**config.mk**
```make
export PLATFORM = sky130hd
export DESIGN_NAME = fb_page_arbiter
export DESIGN_NICKNAME = d
export VERILOG_FILES = /design/src/rtl/fb_page_arbiter.sv
export SDC_FILE = /design/constraint.sdc
export NUM_CORES = 1
export LEC_CHECK = 0
export CAP_MARGIN = 20
export CORE_UTILIZATION = 56
export CTS_BUF_LIST = sky130_fd_sc_hd__clkbuf_2
export CTS_CLUSTER_SIZE = 40
export DETAILED_ROUTE_END_ITERATION = 8
export PLACE_DENSITY = 0.9
export RECOVER_POWER = 25
export REMOVE_ABC_BUFFERS = 1
export SYNTH_ARGS = -nofsm -noshare
export SYNTH_HDL_FRONTEND = slang
export SYNTH_SLANG_ARGS = --single-unit
```
**constraint.sdc**
```tcl
create_clock -name clk -period 7.2 [get_ports clk]
set_input_delay 0.72 -clock clk [delete_from_list [all_inputs] [get_ports clk]]
set_output_delay 0.72 -clock clk [all_outputs]
set_load 0.01 [all_outputs]
```
**src/rtl/fb_page_arbiter.sv**
```systemverilog
// fb_page_arbiter: double-buffered frame-buffer port arbiter with display-priority reads,
// a write FIFO drained in display-idle cycles, and a VSYNC-synchronised page swap.
module fb_page_arbiter #(
  parameter int ADDR_W     = 19,
  parameter int DATA_W     = 12,
  parameter int FIFO_DEPTH = 4
) (
  input  logic              clk,
  input  logic              rstn,
  input  logic              disp_req,
  input  logic [ADDR_W-1:0] disp_addr,
  input  logic              disp_vsync,
  output logic [DATA_W-1:0] disp_data,
  input  logic              wr_valid,
  output logic              wr_ready,
  input  logic [ADDR_W-1:0] wr_addr,
  input  logic [DATA_W-1:0] wr_data,
  input  logic              wr_frame_done,
  output logic              mem_en,
  output logic              mem_we,
  output logic [ADDR_W:0]   mem_addr,
  output logic [DATA_W-1:0] mem_wdata,
  input  logic [DATA_W-1:0] mem_rdata,
  output logic              front_page,
  output logic              frame_swapped,
  output logic              done_err
);
  localparam int PW = $clog2(FIFO_DEPTH);
  typedef enum logic [1:0] {IDLE, PEND, SWAP} state_t;
  state_t r_state, w_next;
  logic [ADDR_W+DATA_W-1:0] r_fifo [FIFO_DEPTH];
  logic [PW:0] r_wp, r_rp;
  logic r_vs, r_front, r_swapped, r_err;
  logic w_empty, w_full, w_push, w_pop, w_edge;
  logic [ADDR_W+DATA_W-1:0] w_head;
  assign w_empty = r_wp == r_rp;
  assign w_full = (r_wp[PW] != r_rp[PW]) && (r_wp[PW-1:0] == r_rp[PW-1:0]);
  assign w_head = r_fifo[r_rp[PW-1:0]];
  assign w_push = wr_valid && wr_ready;
  assign w_pop = !disp_req && !w_empty;
  assign w_edge = r_vs && !disp_vsync;
  assign wr_ready = !w_full && r_state == IDLE;
  assign disp_data = mem_rdata;
  assign front_page = r_front;
  assign frame_swapped = r_swapped;
  assign done_err = r_err;
  always_comb begin
    mem_en = disp_req || !w_empty;
    mem_we = !disp_req && !w_empty;
    mem_addr = disp_req ? {r_front, disp_addr} : {~r_front, w_head[ADDR_W+DATA_W-1:DATA_W]};
    mem_wdata = w_head[DATA_W-1:0];
  end
  // only swap once every word of the finished frame is already in the back page
  always_comb begin
    w_next = r_state;
    w_next = r_state == IDLE ? (wr_frame_done ? PEND : IDLE) :
             r_state == PEND ? ((w_edge && w_empty) ? SWAP : PEND) : IDLE;
  end
  always_ff @(posedge clk or negedge rstn) begin
    if (!rstn) begin
      r_state <= IDLE;
      r_wp <= '0;
      r_rp <= '0;
      r_vs <= 1'b1;
      r_front <= 1'b0;
      r_swapped <= 1'b0;
      r_err <= 1'b0;
    end else begin
      r_state <= w_next;
      r_wp <= r_wp + (PW+1)'(w_push);
      r_rp <= r_rp + (PW+1)'(w_pop);
      r_vs <= disp_vsync;
      r_front <= r_front ^ (r_state == SWAP);
      r_swapped <= r_state == SWAP;
      r_err <= r_err | (wr_frame_done && r_state != IDLE);
    end
  end
  always_ff @(posedge clk) begin
    if (w_push) r_fifo[r_wp[PW-1:0]] <= {wr_addr, wr_data};
  end
endmodule

```
; ---- Yosys cells after proc, flatten, opt, wreduce, memory -nomap -nowiden
; Memory sizes are Yosys's and may differ from the RTL's.
; Index checks and enable logic that the tools add are counted.
[word_totals]
elab_cells = 39
mem_bits_rw = 124
out_inout_bits = 50
ff_bits = 12
mem_count = 1
[op_classes]
n_eq_ne = 5
n_reduce_logical = 14
muxes = 7
addsub = 2
bitwise = 3
[mem_list]
columns = name, depth, word_bits, read_ports, rd_ports_with_merged_regs, write_ports, line
row1 = r_fifo, 4, 31, 1, 0, 1, 31  ; logic [ADDR_W+DATA_W-1:0] r_fifo [FIFO_DEPTH];
[op_table]
columns = cell, count
row1 = two-way mux 20 bit, 1
row2 = logical AND 1 bit, 7
row3 = adder 3 x 1 -> 3 bit, 2
row4 = two-way mux 2 bit, 3
row5 = zero test 1 bit, 4
row6 = == test 3 bit, 1
row7 = two-way mux 1 bit, 3
row8 = == test 2 x 1 -> 1 bit (second input constant), 1
row9 = == test 2 bit, 1
row10 = == test 2 bit (second input constant), 1
row11 = zero test 2 bit, 1
row12 = nonzero test 2 bit, 1
row13 = logical OR 1 bit, 1
row14 = != test 1 bit, 1
row15 = inverter 1 bit, 1
row16 = OR 1 bit, 1
row17 = bitwise XOR 1 bit, 1

; ---- Logic depth before layout (Yosys ltp)
[logic_depth]
ltp_word = 7
mapped_depth = 7

; ---- Worst setup path before layout
; No wires, ideal clock.
[synth_timing]
path_type = flip-flop to flip-flop
startpoint = reg r_rp[0]
endpoint = mem r_fifo[1][0] (netlist name), enable pin
arrival_ns = 3.256
setup_slack_ns = 3.480
n_path_buf = 1
period_less_slack_ns = 3.720
path_stages_with_launch = 5
cell_sequence = dfrtp_1 -> buf_4 -> xor2_2 -> o311ai_4 -> nor3b_1
[synth_via]
elab_chain_len = 7
[synth_lines]
columns = element, line
row1 = from (decl), 32  ; logic [PW:0] r_wp, r_rp;
row2 = from (signal assigned), 71  ; r_rp <= r_rp + (PW+1)'(w_pop);
row3 = == test 2 bit, 37  ; assign w_full = (r_wp[PW] != r_rp[PW]) && (r_wp[PW-1:0] == r_rp[PW-1:0]);
row4 = logical AND 1 bit, 37
row5 = zero test 1 bit, 42  ; assign wr_ready = !w_full && r_state == IDLE;
row6 = logical AND 1 bit, 42
row7 = logical AND 1 bit, 39  ; assign w_push = wr_valid && wr_ready;
row8 = two-way mux 1 bit, 79  ; if (w_push) r_fifo[r_wp[PW-1:0]] <= {wr_addr, wr_data};
row9 = two-way mux 1 bit (not written as such), 79
row10 = to (decl), 31
; No other way between the ends.

; ---- Worst setup path after layout
[layout_timing]
startpoint = reg r_rp[1]
endpoint = out mem_addr[6]
[layout_via]
elab_chain_len = 2
[layout_lines]
columns = element, line
row1 = memory (4 x 31 bit), -
row2 = two-way mux 20 bit, 50  ; mem_addr = disp_req ? {r_front, disp_addr} : {~r_front, w_head[ADDR_W+DATA_W-1:DATA_W]};
row3 = to (decl), 21  ; output logic [ADDR_W:0] mem_addr,
; No other way between the ends.

==> run summary <==
### Synthesis
* area fraction of the dominant cell type after synthesis: 0.6791
* count of state elements after synthesis: 136
* most used standard cells in the synthesized netlist: sky130_fd_sc_hd__edfxtp_1 (124), sky130_fd_sc_hd__nor2b_1 (21), sky130_fd_sc_hd__inv_1 (20)
* top_reg_cell synth: sky130_fd_sc_hd__edfxtp_1
* area leader, netlist: sky130_fd_sc_hd__edfxtp_1
* number of flops mapped to enable cells by yosys: 124
* cells after synthesis: 303
* most instantiated library cell after synthesis: sky130_fd_sc_hd__edfxtp_1
* async set-or-reset flop fraction in the synthesized netlist: 0.08824
* synthesized area per cell: 18.09 µm²
* Yosys cell types: 30
* Seq/Total Area, Yosys: 0.7341
* Ys Warns: 0
* top cells by area, synth: sky130_fd_sc_hd__edfxtp_1 (68%), sky130_fd_sc_hd__dfrtp_1 (5.0%), sky130_fd_sc_hd__mux4_2 (4.9%)
* combined area of all synthesized cells: 5483 µm²

### Die
* I/O Pins: 118
* floorplan die width: 100.9 µm
* number of placement rows: 35
* die height: 100.9 µm
* area of the die: 10,190 µm²
* core box area: 9371 µm²
* effective utilization at floorplan: 0.5850

### STA
* slew at the pin with the worst max-slew slack: 1033 ps
* final sum of negative setup slack: 0 ps
* minimum clock period after layout: 4095 ps
* final setup violation count: 0
* hold violation total from the final report: 0
* worst-case clock skew: 22.10 ps
* max-slew headroom at the worst pin: 0.3097
* RSZ-0062 raised after global routing: false
* Tcrit/Tclk final: 0.5687
* total count of max-transition violations in the final report: 0
* Peak Freq: 244.2 MHz

### Routing
* WL/cell: 18.86 µm
* number of vias in the routed layout: 2,966
* first-pass iteration count of the detailed router: 5
* via count normalized by instance count: 5.554
* DRC violation total after the first TritonRoute iteration: 162
* post-route ant nets: 0
* total detailed-routing wirelength: 10,070 µm
* post-route DRC violation count: 0

### Worst setup path
* CP max-delay cell: sky130_fd_sc_hd__dfrtp_1
* critical path, cell by cell: nand2b_1 -> a211oi_1 -> a221oi_1 -> clkdlybuf4s50_1
* data required time at the worst endpoint: 6480 ps
* startpoint type of the worst setup path: flip-flop
* Setup crit end kind: output pin
* Arrival @ worst endpoint: 3370 ps
* max incr delay on CP: 890 ps
* worst setup path class: reg -> out
* peak fanout along the critical path: 19

### GRT
* GR Util met1: 0.2598
* number of global-route vias before repair: 3,105
* global routing usage on met3: 0.07906
* remaining global-route overflow: 0
* number of antenna violations at the first check in global routing: 0
* grt peak-use layer: met2
* maximum number of pins on one net before global-route repair: 72
* first-pass GRT wire length: 15,670 µm
* all-layer global routing usage: 0.2168
* met2 capacity usage during global routing: 0.3577

### CTS
* clock input transition at the sequential cells of the worst setup and hold paths: 190 ps
* Hold-fix buffers, CTS: 0
* clock tree root buffer cell: sky130_fd_sc_hd__clkbuf_2
* CTS tree: built
* TritonCTS buffer count: 17
* Gates resized, CTS repair: 0
* clock latency reported for the late side of the worst-skew pair: 650 ps
* number of clock sinks seen by CTS: 136
* CTS max path bufs: 2
* H-tree depth reported by CTS: 4
* number of buffers added for setup after CTS: 0

### Layout
* Antenna diodes: 0
* Area growth, synth to finish: 22.36%
* number of standard cells in the final layout excluding fillers: 534
* NumNets Final: 464
* layout filler cell count: 631
* share of layout cells above drive strength 1: 0.1432
* Util after Layout: 0.7159

### Placement
* HPWL Detailed: 6227 µm
* placed cells: 502
* gp weighted congestion: 0.7537
* quantity of I/O buffers inserted on ports: 93

### Power
* Power Density: 316.1 nW/µm²
* Leakage: 2.314 nW
* Worst IR Drop VDD: 0.2386 mV

### Run
* max-cap viol count: 0

### Worst hold path
* classification of the worst-slack hold path: in -> async

### Outcome
* result of the run: complete, no violations

==> flip-flops by register name, indices dropped and copies added, names as in the netlist <==
| name | cells |
|---|---|
| done_err | 1 |
| r_vs | 1 |
| r_wp | 3 |
| frame_swapped | 1 |
| r_rp | 3 |
| r_state | 2 |
| r_fifo | 124 |
| front_page | 1 |
==> power breakdown <==
| group | switching, mW | internal, mW | leakage, nW |
|---|---|---|---|
| combinational | 0.238 | 0.341 | 0.906 |
| sequential | 0.136 | 0.921 | 1.26 |
| clock | 0.259 | 0.226 | 0.151 |
| total | 0.633 | 1.49 | 2.31 |
==> layout by cell type, fill, tap and decap left out, types with 2 or more instances in the layout <==
cell and count:
sky130_fd_sc_hd__a211oi_1 19, sky130_fd_sc_hd__a221oi_1 19, sky130_fd_sc_hd__buf_4 5, sky130_fd_sc_hd__bufinv_16 4
sky130_fd_sc_hd__clkbuf_2 18, sky130_fd_sc_hd__clkdlybuf4s50_1 71, sky130_fd_sc_hd__clkinv_1 4, sky130_fd_sc_hd__clkinvlp_4 3
sky130_fd_sc_hd__dfrtp_1 10, sky130_fd_sc_hd__dlygate4sd3_1 22, sky130_fd_sc_hd__edfxtp_1 124, sky130_fd_sc_hd__ha_1 4
sky130_fd_sc_hd__inv_1 20, sky130_fd_sc_hd__mux2i_1 19, sky130_fd_sc_hd__mux4_2 12, sky130_fd_sc_hd__nand2b_1 3
sky130_fd_sc_hd__nor2_1 3, sky130_fd_sc_hd__nor2b_1 21, sky130_fd_sc_hd__nor3b_2 2, sky130_fd_sc_hd__xor2_1 3
sky130_fd_sc_hd__xor2_2 2
==> final timing paths <==
check                      slack, ps            end     start  cells after the start
min                              400     front_page      rstn                      1
min in group clk                 510       done_err  done_err                      1
max                             3110    mem_addr[6]   r_rp[1]                      4
max reg2reg                     4140  r_fifo[0][13]   r_rp[0]                      4
max in group asynchronous       6370        r_rp[0]      rstn                      1
min reg2reg                      510       done_err  done_err                      1
==> layout make-up <==
class,count,area (µm²),area share
clock buffers,18,90.09,0.01343
flip-flops and latches,136,4029,0.6005
repair buffers,98,968.4,0.1443
clock inverters,14,180.2,0.02686
well taps,129,161.4,0.02406
inverters,20,75.07,0.01119
multi-input cells,119,1205,0.1796
==> through the flow <==
| step | setup WS, ps | hold slack [ps] | total power, mW | instance area, µm² |
|---|---|---|---|---|
| floorplan | 2045 | 424.4 | 1.362 | 5281 |
| global route | 2850 | 391.0 | 2.223 | 6709 |
| detailed placement | 3140 | 472.8 | 1.657 | 6439 |
| global placement | 3206 | 455.1 | 1.639 | 6439 |
| finish | 3105 | 396.7 | 2.121 | 6709 |
| CTS | 2996 | 369.1 | 2.145 | 6709 |
==> logic make-up after synthesis <==
family	after synthesis	synth area share
flops	136	0.7341
buf+inv	48	0.05043
compound gates	42	0.06641
simple gates	35	0.04062
mux	31	0.08398
xor+xnor	7	0.01529
fa+ha+maj	4	0.009129
==> critical path: cells and delay by family, from the launching register on <==
| family | cells | cell delay [ps] |
|---|---|---|
| flops | 1 | 890 |
| compound gates | 2 | 580 |
| simple gates | 1 | 720 |
| buf+inv | 1 | 550 |
==> metal layers <==
layer,routed length [µm],vias up
met4,85,0
li1,-,1360
met3,774,10
met5,0,-
met2,5235,133
met1,3973,1463
No activity file was read; power rests on OpenSTA's default activity.
